## config.mk

```make
export PLATFORM = sky130hd
export DESIGN_NAME = guess_round_ctrl
export DESIGN_NICKNAME = d
export VERILOG_FILES = /design/src/rtl/guess_round_ctrl.sv
export SDC_FILE = /design/constraint.sdc
export NUM_CORES = 1
export LEC_CHECK = 0
export ABC_AREA = 1
export BUFFER_PORTS_ARGS = -buffer_cell sky130_fd_sc_hd__clkbuf_2
export CORE_MARGIN = 2
export CORE_UTILIZATION = 40
export CTS_CLUSTER_SIZE = 40
export DETAILED_ROUTE_END_ITERATION = 8
export PLACE_DENSITY = 0.76
export RECOVER_POWER = 25
export SETUP_SLACK_MARGIN = 0.15
export SYNTH_ARGS = -nofsm -noshare
export SYNTH_HDL_FRONTEND = slang
export SYNTH_SLANG_ARGS = --single-unit
export TNS_END_PERCENT = 5
```

## constraint.sdc

```tcl
create_clock -name clk -period 1.3 [get_ports clk]
set_clock_uncertainty 0.05 [all_clocks]
set_input_delay 0.39 -clock clk [delete_from_list [all_inputs] [get_ports clk]]
set_output_delay 0.39 -clock clk [all_outputs]
set_load 0.01 [all_outputs]
```

## src/rtl/guess_round_ctrl.sv

```systemverilog
// Round sequencer for the 6-bit guess/match game: latches the answer, assembles
// serial guesses, samples the comparator's match count and tracks win/lose.
module guess_round_ctrl #(
  parameter int unsigned MAX_TRIES = 8,
  parameter int unsigned TRY_W     = 4
) (
  input  logic             clk,
  input  logic             reset,
  input  logic             ans_load,
  input  logic [5:0]       ans_in,
  input  logic             bit_valid,
  input  logic             bit_in,
  input  logic [2:0]       count_in,
  output logic [5:0]       ans_out,
  output logic [5:0]       guess_out,
  output logic             ready,
  output logic [2:0]       last_count,
  output logic [TRY_W-1:0] tries,
  output logic             result_valid,
  output logic             win,
  output logic             lose
);

  localparam int unsigned GW = 6;
  localparam int unsigned CW = 3;
  localparam int unsigned IW = 3;

  typedef enum logic [1:0] {IDLE, COLLECT, CHECK, DONE} state_t;

  state_t            state, state_nx;
  logic [GW-2:0]     shift, shift_nx;
  logic [IW-1:0]     idx, idx_nx;
  logic [GW-1:0]     ans_nx, guess_nx, shifted;
  logic [CW-1:0]     last_nx;
  logic [TRY_W-1:0]  tries_nx, tries_inc;
  logic              rv_nx, win_nx, lose_nx, ready_nx;

  // Only the five most recent bits need keeping; the sixth completes the guess.
  assign shifted   = {shift, bit_in};
  assign tries_inc = tries + TRY_W'(1);

  always_ff @(posedge clk) begin
    if (reset) state <= IDLE;
    else       state <= state_nx;
  end

  always_comb begin
    state_nx = state;
    ans_nx   = ans_out;
    guess_nx = guess_out;
    shift_nx = shift;
    idx_nx   = idx;
    last_nx  = last_count;
    tries_nx = tries;
    rv_nx    = 1'b0;
    win_nx   = win;
    lose_nx  = lose;
    if (ans_load) begin
      ans_nx   = ans_in;
      shift_nx = '0;
      idx_nx   = '0;
      last_nx  = '0;
      tries_nx = '0;
      win_nx   = 1'b0;
      lose_nx  = 1'b0;
      state_nx = COLLECT;
    end else begin
      case (state)
        IDLE: ;
        COLLECT: begin
          if (bit_valid) begin
            shift_nx = shifted[GW-2:0];
            if (idx == IW'(GW - 1)) begin
              guess_nx = shifted;
              idx_nx   = '0;
              state_nx = CHECK;
            end else begin
              idx_nx = idx + IW'(1);
            end
          end
        end
        CHECK: begin
          last_nx  = count_in;
          tries_nx = tries_inc;
          rv_nx    = 1'b1;
          if (count_in == CW'(6)) begin
            win_nx   = 1'b1;
            state_nx = DONE;
          end else if (tries_inc == TRY_W'(MAX_TRIES)) begin
            lose_nx  = 1'b1;
            state_nx = DONE;
          end else begin
            state_nx = COLLECT;
          end
        end
        DONE: ;
        default: state_nx = IDLE;
      endcase
    end
    ready_nx = (state_nx == COLLECT);
  end

  always_ff @(posedge clk) begin
    if (reset) begin
      ans_out      <= '0;
      guess_out    <= '0;
      shift        <= '0;
      idx          <= '0;
      last_count   <= '0;
      tries        <= '0;
      result_valid <= 1'b0;
      win          <= 1'b0;
      lose         <= 1'b0;
      ready        <= 1'b0;
    end else begin
      ans_out      <= ans_nx;
      guess_out    <= guess_nx;
      shift        <= shift_nx;
      idx          <= idx_nx;
      last_count   <= last_nx;
      tries        <= tries_nx;
      result_valid <= rv_nx;
      win          <= win_nx;
      lose         <= lose_nx;
      ready        <= ready_nx;
    end
  end

endmodule

```

==> summary.md, run 1 <==
| Metric | Value |
|---|---|
| CTS Buf Count | `5` |
| Min Clock Period, post-route | `1360 ps` |
| Clock transition at path regs | `between 100 and 150 ps` |
| Syn avg cell area | `approximately 8.0 um^2` |
| Cell type with the largest total area after synthesis | `dfxtp_1` |
| Nets@finish | `between 200 and 250` |
| Mapped Area | `between 1000 and 1500 um^2` |
| WHS | `212 ps` |
| Slowest cell delay on critical path | `roughly 350 ps` |
| Crit Path Class | `flip-flop to output port` |
| CP Capture Type | `output port` |
| Syn Nets | `around 190` |
| Place WS | `-12.8 ps` |
| Most used cell, CP | `buf_6` |
| Unique masters post-synth | `26` |
| PortBufs | `36` |
| Crit path buf inv count | `2` |
| P&R area growth vs syn | `43.3%` |
| MaxCap Viol Count | `0` |
| Crit path DAT | `920 ps` |
| Pins over their slew limit | `0` |
| Die Wd | `63.0 um` |
| Achievable clock frequency | `between 700 and 800 MHz` |
| Hold Buf Count CTS | `0` |
| Via density | `around 4.6` |
| RSZ-0062 raised after global routing | `true` |
| Setup slack after layout | `-57.2 ps` |
| Top-area cell type share of the netlist area | `0.474` |
| Leakage | `around 0.91 nW` |
| Final hold violations | `0` |
| Top cells by area, synth | `dfxtp_1, nor2_1, o21ai_0, nand2_1, inv_1` |
| Placer congestion estimate | `about 0.74` |
| Reg-to-reg startpoint | `state[0]$_SDFF_PP0_` |
| Worst Tran Pin Value | `~450 ps` |
| TNS Setup | `-115 ps` |
| Worst setup startpoint | `tries[0]$_SDFFE_PP0P_` |
| Root Buffer | `clkbuf_4` |
| Initial antenna violation count | `0` |
| CP Launch Type | `flip-flop` |
| Drt drc | `0` |
| Starting DRT DRC Count | `16` |
| Hold/Removal Path Class | `primary input to flip-flop` |
| Mapped Cells | `between 150 and 200` |
| CP max FO | `3` |
| DR pass1 iterations | `4` |
| Routed via count | `1,269` |
| Die height | `about 63 um` |
| Synthesis warning total | `0` |
| Worst vdd ir | `approximately 0.76 mV` |
| Core Box Area | `around 3300 um^2` |
| First-pass GRT wire length | `between 4 and 5 mm` |
| Final HPWL DP | `about 2.1 mm` |
| Std cell rows | `21` |
| Sink Count | `33` |
| Final setup vio count | `3` |
| Failing checks | `negative setup slack` |
| Mean routed wirelength per cell | `around 12 um` |
| Clk buf depth | `2` |
| Fin crit share | `1.04` |
| Worst hold start | `ans_in[0]` |
| Number of global-route vias before repair | `1,208` |
| Largest net degree at the start of global routing | `14` |
| Rel. slew slack | `0.700` |
| Crit-path cells | `buf_6 > buf_6` |
| Num ports | `37` |
| Worst skew pair latency | `around 350 ps` |
| Power per Cell Area | `902 nW/um^2` |
| CTS tree | `done` |
| Global route total overflow | `0` |
| Number of H-tree levels | `2` |
| GRT Overall Usage | `0.158` |
| #FFs+latches synth | `33` |
| Starting Density | `0.417` |
| Diode count | `0` |
| Req. time, crit path | `860 ps` |
| Post-Route WL | `between 3 and 4 mm` |
| Part of the Yosys area used for sequential elements | `0.474` |
| Post-route antenna net violation count | `0` |
| Total die area | `3970 um^2` |
| Status | `finished, violations left` |
| Layout cells sized above 1 | `0.478` |
| Crit-path leading delay family | `flip-flops` |
| Slowest cell on crit path | `dfxtp_2` |
[tightest hold or removal path, delay by kind of cell]
kind	cells	cell delay [ps]
simple gates	2	110
buf+inv	1	70
[layout by cell type (no fill, tap or decap), types with 3 or more instances in the layout]
cell and count:
clkbuf_2 14, a21oi_1 11, dfxtp_2 20, nor2_1 37, inv_2 6, buf_2 4
a21oi_2 3, o21ai_0 12, clkbuf_4 5, inv_1 14, dfxtp_1 11, ha_4 3
buf_6 20, o21ai_1 3, buf_4 11, o21ai_2 4, nand2_1 23
[state kept, by name (all words and copies together) (netlist names)]
name          count
ans_out           6
guess_out         6
idx               3
last_count        3
lose              1
ready             1
result_valid      1
shift             5
state             2
tries             4
win               1
[layer usage]
metal  wire length [um]  share of wire  GRT usage  vias to the layer above
met2               1670           0.53      0.273                       32
li1                   -              -          -                      650
met5                  0              0          0                        -
met1               1270           0.40      0.176                      579
met4                 57          0.018     0.0583                        0
met3                153          0.048     0.0577                        8
[final timing paths]
check,slack (ps),end,cells past startpoint
worst min register to register,420,lose$_SDFFE_PP0P_,2
worst max-delay path,-60,tries[0],2
worst max register to register,-10,tries[2]$_SDFFE_PP0P_,6
worst min-delay path,210,ans_out[0]$_SDFFE_PP0P_,3
[logic make-up after synthesis]
logic type	count (synthesis)	synth area share
simple gates	75	0.262
xor+xnor	3	0.0189
fa+ha+maj	4	0.0359
buf+inv	26	0.0871
compound gates	33	0.121
flops	33	0.474
[cells in the mapped netlist, drive strengths merged]
library cell and count:
buf 3, o21ai 19, nand3 3, nor2 41, nand2 27, nor3 2, ha 4, dfxtp 33
nand4 1, xor2 2, or2 1, a21oi 14, clkinv 1, xnor2 1, inv 21, clkbuf 1
[where the power goes]
part	switching [W]	internal [W]	total (W)
Sequential	0.0000152	0.00103	0.00105
Combinational	0.0000991	0.0000837	0.000183
Clock	0.000367	0.000204	0.000571
[metrics by stage]
stage               total power (W)  utilization  instance area, um^2  std cells
finish                      0.00180        0.598                 2000        274
global route                0.00189        0.598                 2000        274
CTS                         0.00178        0.534                 1780        272
detailed placement          0.00122        0.505                 1690        263
global placement            0.00122        0.505                 1690        263
floorplan                   0.00115            -                 1400        174
[repair_timing]
| item | 4_1_cts | 5_1_grt |
|---|---|---|
| gates resized for setup | 26 | 65 |
| setup buffers | 1 | 2 |
| endpoints found under the setup margin | 45 | 49 |
| pin swaps | 1 | 7 |
[cell type report]
type                            count  area, um^2
Multi-Input combinational cell    115         698
Tap cell                           46        57.6
Fill cell                         308        1340
Inverter                           22        90.1
Timing Repair Buffer               50         402
Clock buffer                        5        37.5
Clock inverter                      3        17.5
Sequential cell                    33         693
Power figures use the tool's default switching activity.
==> run 2, diff against run 1 <==
- SKIP_LAST_GASP: unset -> 1
==> run 2 against run 1 <==
Against the previous run: the run still ends with negative setup slack left; non-clock buffer count unchanged; worst hold slack got worse by 1.8 ps; sequential power about the same; total power fell by 0.91%; flip-flop and latch count unchanged; sequential share of layout area is 1.2 points higher; die area unchanged; final cell count unchanged; routed wire length shrank 6.5%; worst setup slack gained 5.5 ps; first-iteration DRC count grew 13%; largest power group unchanged.
==> summary.md, run 2 (synthesized netlist as in run 1, its figures left out) <==
| Metric | Value |
|---|---|
| Slowest cell delay on critical path | `340 ps (about the same)` |
| Core Box Area | `3340 um^2 (unchanged)` |
| Biggest regs | `ans_out x6, guess_out x6, shift x5` |
| Std cell rows | `21 (unchanged)` |
| Crit-path cells | `buf_6 > buf_6` |
| Worst vdd ir | `0.742 mV (-2.8%)` |
| Diode count | `0 (unchanged)` |
| RSZ-0062 raised after global routing | `true` |
| Routed via count | `1,258 (-0.87%)` |
| Root Buffer | `clkbuf_4` |
| Crit path buf inv count | `2 (unchanged)` |
| Number of H-tree levels | `2 (unchanged)` |
| Leakage | `0.877 nW (-3.7%)` |
| Most frequent cells in the layout | `nor2_1, clkbuf_2, dfxtp_1` |
| Global route total overflow | `0 (unchanged)` |
| Post-Route WL | `2.95 mm (-6.5%)` |
| MaxCap Viol Count | `0 (unchanged)` |
| Failing checks | `negative setup slack` |
| Power per Cell Area | `958 nW/um^2 (+6.2%)` |
| DR WL met2 | `1.48 mm (-11%)` |
| CTS Buf Count | `5 (unchanged)` |
| Starting DRT DRC Count | `18 (+2)` |
| Hold/Removal Path Class | `primary input to flip-flop` |
| Die Wd | `63.0 um (unchanged)` |
| Pins over their slew limit | `0 (unchanged)` |
| DRT met1 WL | `1.26 mm (-0.87%)` |
| Final HPWL DP | `2.09 mm (unchanged)` |
| Post-route antenna net violation count | `0 (unchanged)` |
| Mean routed wirelength per cell | `10.8 um (-6.5%)` |
| Achievable clock frequency | `740 MHz (+0.41%)` |
| Setup slack after layout | `-51.7 ps (+5.48 ps)` |
| DR pass1 iterations | `4 (unchanged)` |
| Initial antenna violation count | `0 (unchanged)` |
| Via density | `4.59 (-0.87%)` |
| WHS | `210 ps (-1.85 ps)` |
| Power, Total | `0.00178 W (-0.91%)` |
| P&R area growth vs syn | `33.7%` |
| Min Clock Period, post-route | `1350 ps (-5.48 ps)` |
| Hold Buf Count CTS | `0 (unchanged)` |
| Worst skew pair latency | `340 ps (about the same)` |
| Max Used Layer | `met4` |
| Most common cell after layout, fill and taps aside | `nor2_1` |
| Number of global-route vias before repair | `1,200 (-0.66%)` |
| Design area | `1860 um^2 (-6.7%)` |
| Rel. slew slack | `0.717 (+0.0171)` |
| Die height | `63.0 um (unchanged)` |
| CTS tree | `done` |
| Most used cell, CP | `buf_6` |
| Clock transition at path regs | `110 ps (about the same)` |
| Starting Density | `0.417 (unchanged)` |
| CP max FO | `3 (unchanged)` |
| Met3 wire length | `161 um (+5.2%)` |
| Final setup vio count | `3 (unchanged)` |
| Req. time, crit path | `860 ps (about the same)` |
| Cell Area, Placed | `1690 um^2 (unchanged)` |
| GRT Overall Usage | `0.157 (-0.000380)` |
| Sink Count | `33 (unchanged)` |
| Final hold violations | `0 (unchanged)` |
| Drt drc | `0 (unchanged)` |
| Clk buf depth | `2 (unchanged)` |
| PortBufs | `36 (unchanged)` |
| First-pass GRT wire length | `4.96 mm (-0.26%)` |
| Crit path DAT | `910 ps (about the same)` |
| CP Launch Type | `flip-flop` |
| Slowest cell on crit path | `dfxtp_2` |
| Worst Tran Pin Value | `424 ps (-25.6 ps)` |
| Layout cells sized above 1 | `0.395 (-0.0833)` |
| Fin crit share | `1.04 (-0.00421)` |
| Status | `finished, violations left` |
| Placer congestion estimate | `0.743 (unchanged)` |
| Crit Path Class | `flip-flop to output port` |
| CP Capture Type | `output port` |
| Largest net degree at the start of global routing | `14 (unchanged)` |
| Crit-path leading delay family | `flip-flops` |
| Num ports | `37 (unchanged)` |
| Nets@finish | `245 (unchanged)` |
| Total die area | `3970 um^2 (unchanged)` |
==> run 2: cell count changes in the layout (fill, tap and decap cells not counted), sizes merged <==
cell,previous run,this run
buf,35,16
clkbuf,20,39
==> run 2: worst register-to-register path, cell delays in order, from the launching register on <==
cell and delay (ps):
dfxtp_2 340, buf_4 140, ha_4 150, xor2_2 150
nor2_1 110, nand3_1 110, nand2_1 100, a21oi_2 50
==> run 2: metrics by stage <==
stage / worst slack, ps / util / TNS (ps) / instances
4_1_cts: -55.8 / 0.527 / -221 / 272
6_report: -51.7 / 0.558 / -130 / 274
5_1_grt: -91.0 / 0.558 / -806 / 274
3_3_place_gp: -7.82 / 0.505 / -7.82 / 263
3_5_place_dp: -12.8 / 0.505 / -21.3 / 263
2_1_floorplan: 54.6 / - / 0 / 174
==> run 2: layout make-up <==
cell class / count / area (um^2)
clock inverter: 3 / 17.5
multi-input combinational: 115 / 679
timing repair buffer: 50 / 308
inverter: 22 / 92.6
fill: 321 / 1480
tap: 46 / 57.6
sequential: 33 / 669
clock buffer: 5 / 37.5
==> run 2: routing by layer <==
layer	vias up	track usage
met5	-	0
met2	36	0.271
li1	650	-
met1	566	0.176
met4	0	0.0583
met3	6	0.0577
==> run 2: worst paths after layout <==
path                            slack [ps]                  start                       to  cells after the start
worst min register to register         410      lose$_SDFFE_PP0P_        lose$_SDFFE_PP0P_                      2
worst max register to register           0  tries[0]$_SDFFE_PP0P_         ready$_SDFF_PP0_                      7
worst max-delay path                   -50  tries[0]$_SDFFE_PP0P_                 tries[0]                      2
worst min-delay path                   210              ans_in[0]  ans_out[0]$_SDFFE_PP0P_                      3
==> run 2: where the power goes <==
part | switching, W | internal [W]
logic | 0.0000982 | 0.0000704
clock network | 0.000368 | 0.000204
registers | 0.0000120 | 0.00103
total | 0.000478 | 0.00131
==> run 2: what timing repair did <==
item                                    in CTS  in global routing
endpoints found under the setup margin      45                 49
hold endpoints to repair                     0                  0
gates resized for setup                      5                 31
pin swaps                                    0                  8
setup buffers                                1                  2
